**config.mk**
```make
export PLATFORM = sky130hd
export DESIGN_NAME = rv32i_lsu_sequencer
export DESIGN_NICKNAME = d
export VERILOG_FILES = /design/src/rtl/rv32i_lsu_sequencer.sv
export SDC_FILE = /design/constraint.sdc
export NUM_CORES = 1
export LEC_CHECK = 0
export BUFFER_PORTS_ARGS = -buffer_cell sky130_fd_sc_hd__buf_2
export CORE_MARGIN = 1.5
export CORE_UTILIZATION = 40
export CTS_CLUSTER_DIAMETER = 40
export DETAILED_ROUTE_END_ITERATION = 12
export HOLD_SLACK_MARGIN = 0.02
export PLACE_DENSITY = 0.62
export SYNTH_ARGS = -nofsm -noshare
export SYNTH_HDL_FRONTEND = slang
export SYNTH_SLANG_ARGS = --single-unit
```
**constraint.sdc**
```tcl
create_clock -name clk -period 4.3 [get_ports clk]
set_clock_uncertainty 0.2 [all_clocks]
set_input_delay 0.645 -clock clk [delete_from_list [all_inputs] [get_ports clk]]
set_output_delay 0.645 -clock clk [all_outputs]
set_load 0.1 [all_outputs]
```
**src/rtl/rv32i_lsu_sequencer.sv**
```systemverilog
// Load/store sequencer between execute and a synchronous RAM data port: lane steering, read merge/extend, misaligned split.
// Optional macro LSU_MISALIGN_TRAP_EN: misaligned (split-qualifying) requests are rejected with rsp_err instead of split.
module rv32i_lsu_sequencer #(
  parameter int XLEN   = 32,
  parameter int RAM_AW = 30
) (
  input  logic              clk,
  input  logic              rst_n,
  input  logic              req_valid,
  output logic              req_ready,
  input  logic              req_we,
  input  logic [1:0]        req_width,
  input  logic              req_sign,
  input  logic [XLEN-1:0]   req_addr,
  input  logic [XLEN-1:0]   req_wdata,
  output logic              rsp_valid,
  output logic [XLEN-1:0]   rsp_rdata,
  output logic              rsp_err,
  output logic [RAM_AW-1:0] ram_addr,
  output logic              ram_we,
  output logic [3:0]        ram_be,
  output logic [XLEN-1:0]   ram_wdata,
  input  logic [XLEN-1:0]   ram_rdata
);

`ifdef LSU_MISALIGN_TRAP_EN
  localparam bit TRAP_MISALIGN = 1'b1;
`else
  localparam bit TRAP_MISALIGN = 1'b0;
`endif

  typedef enum logic [1:0] {IDLE, ACC0, ACC1, RSP} state_t;

  state_t          state;
  logic            op_we;
  logic [1:0]      op_width;
  logic            op_sign;
  logic [1:0]      op_off;
  logic            op_split;
  logic            op_err;
  logic [7:0]      op_m8;
  logic [XLEN-1:0] op_wdata;
  logic [XLEN-1:0] lo_reg;

  logic [1:0]      in_off;
  logic            in_split;
  logic            in_err;
  logic [7:0]      in_m8;

  always_comb begin
    in_off   = req_addr[1:0];
    in_split = ((req_width == 2'b01) && (in_off == 2'd3)) ||
               ((req_width == 2'b10) && (in_off != 2'd0));
    in_err   = (req_width == 2'b11) || (TRAP_MISALIGN && in_split);
    case (req_width)
      2'b00:   in_m8 = 8'b0000_0001 << in_off;
      2'b01:   in_m8 = 8'b0000_0011 << in_off;
      default: in_m8 = 8'b0000_1111 << in_off;
    endcase
  end

  // In RSP the live RAM word is the high word of a split access, or the only word otherwise.
  logic [XLEN-1:0] lo_word;
  logic [XLEN-1:0] hi_word;
  logic [XLEN-1:0] shifted;
  logic [XLEN-1:0] load_val;

  always_comb begin
    lo_word = op_split ? lo_reg : ram_rdata;
    hi_word = op_split ? ram_rdata : '0;
    shifted = XLEN'({hi_word, lo_word} >> {op_off, 3'b000});
    case (op_width)
      2'b00:   load_val = {{24{op_sign & shifted[7]}}, shifted[7:0]};
      2'b01:   load_val = {{16{op_sign & shifted[15]}}, shifted[15:0]};
      default: load_val = shifted;
    endcase
  end

  always_ff @(posedge clk or negedge rst_n) begin
    if (!rst_n) begin
      state     <= IDLE;
      req_ready <= 1'b1;
      rsp_valid <= 1'b0;
      rsp_err   <= 1'b0;
      rsp_rdata <= '0;
      ram_addr  <= '0;
      ram_we    <= 1'b0;
      ram_be    <= 4'b0000;
      ram_wdata <= '0;
      op_we     <= 1'b0;
      op_width  <= 2'b00;
      op_sign   <= 1'b0;
      op_off    <= 2'd0;
      op_split  <= 1'b0;
      op_err    <= 1'b0;
      op_m8     <= 8'h00;
      op_wdata  <= '0;
      lo_reg    <= '0;
    end else begin
      rsp_valid <= 1'b0;
      rsp_err   <= 1'b0;
      rsp_rdata <= '0;
      case (state)
        IDLE: begin
          if (req_valid) begin
            req_ready <= 1'b0;
            op_we     <= req_we;
            op_width  <= req_width;
            op_sign   <= req_sign;
            op_off    <= in_off;
            op_split  <= in_split;
            op_err    <= in_err;
            op_m8     <= in_m8;
            op_wdata  <= req_wdata;
            if (in_err) begin
              state <= RSP;
            end else begin
              state     <= ACC0;
              ram_addr  <= req_addr[RAM_AW+1:2];
              ram_we    <= req_we;
              ram_be    <= in_m8[3:0];
              ram_wdata <= req_wdata << {in_off, 3'b000};
            end
          end
        end
        ACC0: begin
          if (op_split) begin
            state     <= ACC1;
            ram_addr  <= ram_addr + 1'b1;
            ram_be    <= op_m8[7:4];
            ram_wdata <= op_wdata >> (6'd32 - {1'b0, op_off, 3'b000});
          end else begin
            state  <= RSP;
            ram_we <= 1'b0;
            ram_be <= 4'b0000;
          end
        end
        ACC1: begin
          lo_reg <= ram_rdata;
          ram_we <= 1'b0;
          ram_be <= 4'b0000;
          state  <= RSP;
        end
        default: begin
          rsp_valid <= 1'b1;
          rsp_err   <= op_err;
          rsp_rdata <= (op_err || op_we) ? '0 : load_val;
          req_ready <= 1'b1;
          state     <= IDLE;
        end
      endcase
    end
  end

endmodule
```
Word-level counts from Yosys, hierarchy flattened
Cells that the tools add are included.

Bits in registers: 184. Bits of input ports: 103. Output and inout bits: 102. Logic and storage cells: 87.

Add/subtract/negate cells: 2. Eq/ne operators: 11. Shifts and indexed selects: 6. Mux-type cells: 30. Bitwise logic cells: 3. Reduce and logical (&&, ||, !) cells: 17.

Operator list (count): two-way mux 32 bit (7); case mux 32 bit (2 select lines) (2); two-way mux 30 bit (3); right shift 64 x 5 -> 32 bit (1); case mux 30 bit (2 select lines) (1); left shift 32 x 5 -> 32 bit (1); right shift 32 x 6 -> 32 bit (1); adder 30 x 1 -> 30 bit, second input constant (1); case mux 8 bit (2 select lines) (1); two-way mux 4 bit (3); case mux 4 bit (3 select lines) (1); equality test 2 bit, second input constant (4); inequality test 2 bit, second input constant (4); AND reduction 4 bit (2); left shift 1 x 2 -> 8 bit, first input constant (1); left shift 2 x 2 -> 8 bit, first input constant (1); left shift 4 x 2 -> 8 bit, first input constant (1); two-way mux 1 bit (7); equality test 2 x 1 -> 1 bit, second input constant (3); logical NOT 2 bit (3); case mux 2 bit (3 select lines) (1); subtractor 6 x 5 -> 6 bit, first input constant (1); two-way mux 2 bit (2); AND reduction 2 bit (2); other kinds (11) (15).

Longest topological paths before layout
Gate-level depths: netlist of run 1.

Word-level depth: 6. Depth in mapped cells: 10. Gate-level depth less buffers: 7.

Worst setup path after synthesis of run 1
No wires, ideal clock.

Kind: flip-flop to flip-flop. From: register ram_addr[0]. To: register ram_addr[28]. Library setup time: 0.074 ns. Data arrival time: 2.621 ns. Required time: 4.026 ns. Slack: 1.406 ns. Stages on the path, launching flop included: 7. Period minus slack after synthesis: 2.894 ns. Path through: dfrtp_1 ha_1 nand3_1 nor4_4 nand3_4 or4_1 nand3_1.

Word-level cells in the longest chain between the ends: 3.

RTL lines: from (decl) (RTL line 19) `output logic [RAM_AW-1:0] ram_addr,`; from (signal assigned) (RTL line 119) `ram_addr <= req_addr[RAM_AW+1:2];`; from (signal assigned) (RTL line 129) `ram_addr <= ram_addr + 1'b1;`; adder 30 x 1 -> 30 bit (RTL line 129); two-way mux 30 bit (RTL line 127) `if (op_split) begin`; case mux 30 bit (2 select lines) (RTL line 103) `case (state)`.

No other way between the ends. The select of a mux whose other input is x is not followed. A chain may end at the register's enable or synchronous reset.

Worst setup path in the final report of run 1
From: register op_off[0]. To: register ram_wdata[24].

Word-level cells in the longest chain between the ends: 4.

RTL lines: from (decl) (RTL line 38) `logic [1:0] op_off;`; from (signal assigned) (RTL line 110) `op_off <= in_off;`; subtractor 6 x 5 -> 6 bit (RTL line 131) `ram_wdata <= op_wdata >> (6'd32 - {1'b0, op_off, 3'b000});`; right shift 32 x 6 -> 32 bit (RTL line 131); two-way mux 32 bit (RTL line 127); case mux 32 bit (2 select lines) (RTL line 103); to (signal assigned) (RTL line 122) `ram_wdata <= req_wdata << {in_off, 3'b000};`; to (signal assigned) (RTL line 131); to (decl) (RTL line 22) `output logic [XLEN-1:0] ram_wdata,`.

No other way between the ends. The select of a mux whose other input is x is not followed.

==> results.sh, run 1 <==
export IMPL_drtIter0Drc=504
export IMPL_die_height_microns=158
export IMPL_crit_arrival_ps=3040
export IMPL_finalWirelength_mm=26.6
export IMPL_clock_sinks=179
export IMPL_synth_cells=972
export IMPL_synth_edf_count=0
export IMPL_worstMarginPinSlew_ps=1210
export IMPL_critical_path_class="flop to flop"
export IMPL_end_kind="flop"
export IMPL_hold_buffers=0
export IMPL_row_count=56
export IMPL_async_flop_share=1.00
export IMPL_period_minus_slack_ps=2890
export IMPL_startpoint_type="flop"
export IMPL_first_global_vias=7724
export IMPL_cts_buffers=17
export IMPL_gp_congestion=0.831
export IMPL_area_growth_pct=19.6
export IMPL_clk_path_buf_depth=2
export IMPL_grt_ovfl_total=0
export IMPL_dieArea_sq_um=25100
export IMPL_grt_pass1_wl_mm=42.1
export IMPL_antenna_found_initial=1
export IMPL_yosysUniqueCellTypes=54
export IMPL_critPathRequiredTime_ps=4450
export IMPL_initial_utilization=0.410
export IMPL_synth_common_cells="178 x dfrtp_1, 98 x a21oi_1, 97 x nand2_1"
export IMPL_rsz0062_at_grt="no"
export IMPL_yosysMostFrequentCell="dfrtp_1"
export IMPL_synthFlopType="dfrtp_1"
export IMPL_fill_cells=2248
export IMPL_layout_drive_gt1_share=0.302
export IMPL_cts_root_buffer="clkbuf_16"
export IMPL_vias=7992
export IMPL_fin_tns_setup_ps=0
export IMPL_die_x_microns=158
export IMPL_post_route_drc_count=0
export IMPL_maxCapViolations=0
export IMPL_cts_tree="built"
export IMPL_portBuffers=204
export IMPL_cts_resized_gates=0
export IMPL_synth_area_leader_cell="dfrtp_1"
export IMPL_setup_violations=0
export IMPL_vias_per_cell=5.43
export IMPL_drt_pass1_iterations=5
export IMPL_ios=205
export IMPL_hold_viol=0
export IMPL_layout_nets=1246
export IMPL_ys_ff_latch=179
export IMPL_outcome="finished, final reports clean"
export IMPL_min_period_over_period=0.673
export IMPL_avgSynthCellArea_sq_um=9.95
export IMPL_crit_fanout=28
export IMPL_yosysWarnings=0
export IMPL_post_cts_buffers=0
export IMPL_grt_max_degree=87
export IMPL_synthTopCellsByArea="dfrtp_1 46%, mux2i_1 9.1%, mux2_2 8.3%"
export IMPL_clkTransAtPathRegs_ps=80
export IMPL_synth_nets=1081
export IMPL_yosysSeqAreaShare=0.463
export IMPL_clock_latency_ps=440
export IMPL_grt_total_usage=0.217
export IMPL_fmax_ghz=0.346
export IMPL_hold_path_class="input port to asynchronous set/reset pin"
export IMPL_wire_per_inst_microns=18.1
export IMPL_final_max_slew_viol_count=0
export IMPL_h_tree_depth=4
export IMPL_syn_area_sq_um=9670
export IMPL_slew_headroom=0.193
export IMPL_core_area_sq_um=23600
export IMPL_ant_nets=0
export IMPL_hpwl_mm=18.5
export IMPL_synth_top_area_share=0.461
[critical path, stage by stage (launching register included)]
cell,delay [ps]
dfrtp_4,650
inv_1,110
ha_1,320
or3_1,360
buf_4,240
nor2_1,590
a21oi_1,160
o21ai_0,170
[path summary, 6_finish.rpt]
kind / startpoint / end / slack (ps) / depth (start not counted)
max: op_off[0] / ram_wdata[24] / 1410 / 7
min: rst_n / lo_reg[5] / 10 / 1
max reg2reg: op_off[0] / ram_wdata[24] / 1410 / 7
min reg2reg: ram_wdata[10] / ram_wdata[10] / 280 / 2
max in group asynchronous: rst_n / lo_reg[31] / 2960 / 2
min in group clk: ram_rdata[27] / lo_reg[27] / 250 / 2
[kinds of logic (layout without fill, tap and decap cells)]
group           count (synthesis)  after routing  share of synthesized area
flops                         179            179                      0.463
other cells                     0              2                          0
simple gates                  255            255                      0.123
fa+ha+maj                       6              6                    0.00776
compound gates                276            276                      0.173
mux                           169            169                      0.197
buf+inv                        87            265                     0.0361
[layer usage]
layer | vias up | track usage | wire, microns
met3 | 24 | 0.0389 | 1440
li1 | 3890 | - | -
met2 | 240 | 0.349 | 12400
met5 | - | 0 | 0
met1 | 3838 | 0.298 | 12400
met4 | 0 | 0.0641 | 342
[layout make-up]
class                           count  area [sq um]  area share
Multi-Input combinational cell    706          4860       0.420
Sequential cell                   179          4490       0.388
Timing Repair Buffer              219          1150      0.0997
Clock buffer                       17           425      0.0368
Tap cell                          319           399      0.0345
Clock inverter                     15           185      0.0160
Inverter                           14          52.6     0.00454
Antenna cell                        2          5.00    0.000433
[cells in the final DEF (no fill, tap or decap), types with 25 or more instances in the layout]
cell       n
o22ai_1   25
o21ai_0   66
nor2_1    69
mux2_2    71
dfrtp_1  176
a21oi_1   98
buf_2    203
mux2i_1   88
nand2_1   96
nand3_1   35
[stage by stage]
step	utilization	instance area, sq um	instances	hold slack (ps)	setup slack, ps
6_report	0.490	11600	1471	11.0	1410
5_1_grt	0.489	11600	1469	67.5	1260
4_1_cts	0.489	11600	1469	41.5	1440
3_5_place_dp	0.464	10900	1437	267	1450
3_3_place_gp	0.464	10900	1437	261	1490
2_1_floorplan	-	9670	972	149	1410
Power of run 1 is not shown: default switching activity piles up to over one toggle a cycle in this logic, so the estimate is an artifact.
==> run 2: changes to the inputs <==
--- a/config.mk
+++ b/config.mk
@@ -5,13 +5,14 @@
 export SDC_FILE = /design/constraint.sdc
 export NUM_CORES = 1
 export LEC_CHECK = 0
+export ABC_AREA = 1
 export BUFFER_PORTS_ARGS = -buffer_cell sky130_fd_sc_hd__buf_2
 export CORE_MARGIN = 1.5
 export CORE_UTILIZATION = 40
 export CTS_CLUSTER_DIAMETER = 40
 export DETAILED_ROUTE_END_ITERATION = 12
 export HOLD_SLACK_MARGIN = 0.02
-export PLACE_DENSITY = 0.62
+export PLACE_DENSITY = 0.61
 export SYNTH_ARGS = -nofsm -noshare
 export SYNTH_HDL_FRONTEND = slang
 export SYNTH_SLANG_ARGS = --single-unit
==> constraint.sdc (replaced) <==
create_clock -name clk -period 3 [get_ports clk]
set_clock_uncertainty 0.2 [all_clocks]
set_input_delay 0.45 -clock clk [delete_from_list [all_inputs] [get_ports clk]]
set_output_delay 0.45 -clock clk [all_outputs]
set_load 0.1 [all_outputs]
==> run 2 against run 1 <==
Effect of this change: non-clock buffer count is 11 higher; first-iteration DRC count is 90% higher; flip-flop and latch count did not move; die area increased by 7.0%; sequential share of layout area fell by 2.2 points; highest routed layer is now met5; cell area rose by 5.8%; synthesized area grew 7.2%.
==> results.sh, run 2 <==
export IMPL_ys_ff_latch=179
export IMPL_startpoint_type="flop"
export IMPL_antenna_found_initial=4
export IMPL_layout_setup_ws_ps=395
export IMPL_synth_common_cells="462 x nand2_1, 178 x dfrtp_1, 177 x o21ai_0"
export IMPL_slew_headroom=0.511
export IMPL_yosysUniqueCellTypes=46
export IMPL_synth_cells=1461
export IMPL_vias=10186
export IMPL_clk_path_buf_depth=2
export IMPL_cts_resized_gates=0
export IMPL_cts_buffers=17
export IMPL_synthTopCellsByArea="dfrtp_1 43%, nand2_1 17%, o21ai_0 8.5%"
export IMPL_h_tree_depth=4
export IMPL_synth_top_area_share=0.430
export IMPL_ios=205
export IMPL_hold_path_class="input port to flop"
export IMPL_rsz0062_at_grt="no"
export IMPL_ant_nets=0
export IMPL_period_minus_slack_ps=2600
export IMPL_die_height_microns=164
export IMPL_layout_commonest_cell="nand2_1"
export IMPL_post_cts_buffers=0
export IMPL_yosysSeqAreaShare=0.432
export IMPL_utilization=0.483
export IMPL_synthFlopType="dfrtp_1"
export IMPL_drt_pass1_iterations=5
export IMPL_yosysWarnings=0
export IMPL_setup_violations=0
export IMPL_final_cell_mix="461 x nand2_1, 203 x buf_2, 177 x o21ai_0, 177 x dfrtp_1, 144 x nor2_1"
export IMPL_avgSynthCellArea_sq_um=7.09
export IMPL_final_max_slew_viol_count=0
export IMPL_gp_congestion=0.886
export IMPL_area_growth_pct=18.0
export IMPL_dieArea_sq_um=26900
export IMPL_yosysMostFrequentCell="nand2_1"
export IMPL_async_flop_share=1.00
export IMPL_core_area_sq_um=25300
export IMPL_end_kind="flop"
export IMPL_synth_nets=1570
export IMPL_cts_tree="built"
export IMPL_min_period_over_period=0.868
export IMPL_die_x_microns=164
export IMPL_fill_cells=2627
export IMPL_cts_root_buffer="clkbuf_16"
export IMPL_dp_slack_ps=452
export IMPL_grt_max_degree=88
export IMPL_multi_input_area_sq_um=4970
export IMPL_maxCapViolations=0
export IMPL_clock_sinks=179
export IMPL_critical_path_class="flop to flop"
export IMPL_crit_path_start="state[0]"
export IMPL_clkTransAtPathRegs_ps=80
export IMPL_row_count=58
export IMPL_initial_utilization=0.409
export IMPL_regArea_sq_um=4480
export IMPL_critPathRequiredTime_ps=3180
export IMPL_r2r_start="state[0]"
export IMPL_crit_fanout=70
export IMPL_worstMarginPinSlew_ps=732
export IMPL_vias_per_cell=5.16
export IMPL_syn_area_sq_um=10400
export IMPL_hold_viol=0
export IMPL_layout_nets=1737
export IMPL_portBuffers=204
export IMPL_grt_total_usage=0.246
export IMPL_post_route_drc_count=0
export IMPL_outcome="finished, final reports clean"
export IMPL_first_global_vias=9268
export IMPL_fin_tns_setup_ps=0
export IMPL_clock_latency_ps=430
export IMPL_drtIter0Drc=960
export IMPL_hpwl_mm=23.3
export IMPL_synth_edf_count=0
export IMPL_grt_pass1_wl_mm=51.2
export IMPL_layout_drive_gt1_share=0.191
export IMPL_synth_area_leader_cell="dfrtp_1"
export IMPL_grt_ovfl_total=0
export IMPL_holdCritStartpoint="req_sign"
export IMPL_wire_per_inst_microns=16.4
export IMPL_fmax_ghz=0.384
export IMPL_crit_arrival_ps=2790
export IMPL_finalWirelength_mm=32.5
## run 2: what timing repair did
action,4_1_cts,5_1_grt
endpoints found under the setup margin,0,0
endpoints found under the hold margin,52,0
hold buffers,1,0
## run 2: worst paths after layout
kind	to	slack [ps]	depth (start not counted)
max in group asynchronous	lo_reg[0]	1520	3
min in group asynchronous	rsp_rdata[13]	380	2
min reg2reg	op_wdata[1]	290	2
max reg2reg	ram_addr[6]	400	10
max	ram_addr[6]	400	10
min	op_sign	40	3
## run 2: per-layer routing
| metal | up-vias | GRT usage | routed length, microns |
|---|---|---|---|
| met5 | - | 0 | 23 |
| met4 | 4 | 0.0661 | 406 |
| met3 | 27 | 0.0409 | 2110 |
| met2 | 349 | 0.353 | 14000 |
| met1 | 4734 | 0.379 | 16000 |
| li1 | 5072 | - | - |
## run 2: cell families after synthesis
kind of cell | share of synthesized area
simple gates | 0.283
xor+xnor | 0.00169
mux | 0.00543
flops | 0.432
buf+inv | 0.0893
fa+ha+maj | 0.00724
compound gates | 0.181
## run 2: cell type report
cell class / instances / share of cell area
Antenna cell: 4 / 0.000818
Clock buffer: 18 / 0.0359
Clock inverter: 14 / 0.0122
Inverter: 136 / 0.0417
Multi-Input combinational cell: 1064 / 0.406
Sequential cell: 179 / 0.366
Tap cell: 330 / 0.0337
Timing Repair Buffer: 230 / 0.103
## run 2: critical path, stage by stage, from the launching register on
cell	delay (ps)
dfrtp_1	380
inv_1	90
ha_1	280
nand2_1	150
nand2_1	100
nor2_4	130
buf_4	570
o21ai_0	290
a21oi_1	170
o21ai_0	90
inv_1	50
## run 2: metrics by stage
| stage | cells | hold WS, ps | area (sq um) |
|---|---|---|---|
| 2_1_floorplan | 1461 | -45.6 | 10400 |
| 3_3_place_gp | 1938 | 261 | 11600 |
| 3_5_place_dp | 1938 | 269 | 11600 |
| 4_1_cts | 1971 | 27.8 | 12200 |
| 6_report | 1975 | 39.9 | 12200 |
| 5_1_grt | 1973 | 42.0 | 12200 |
Power of run 2 is left out for the same reason.
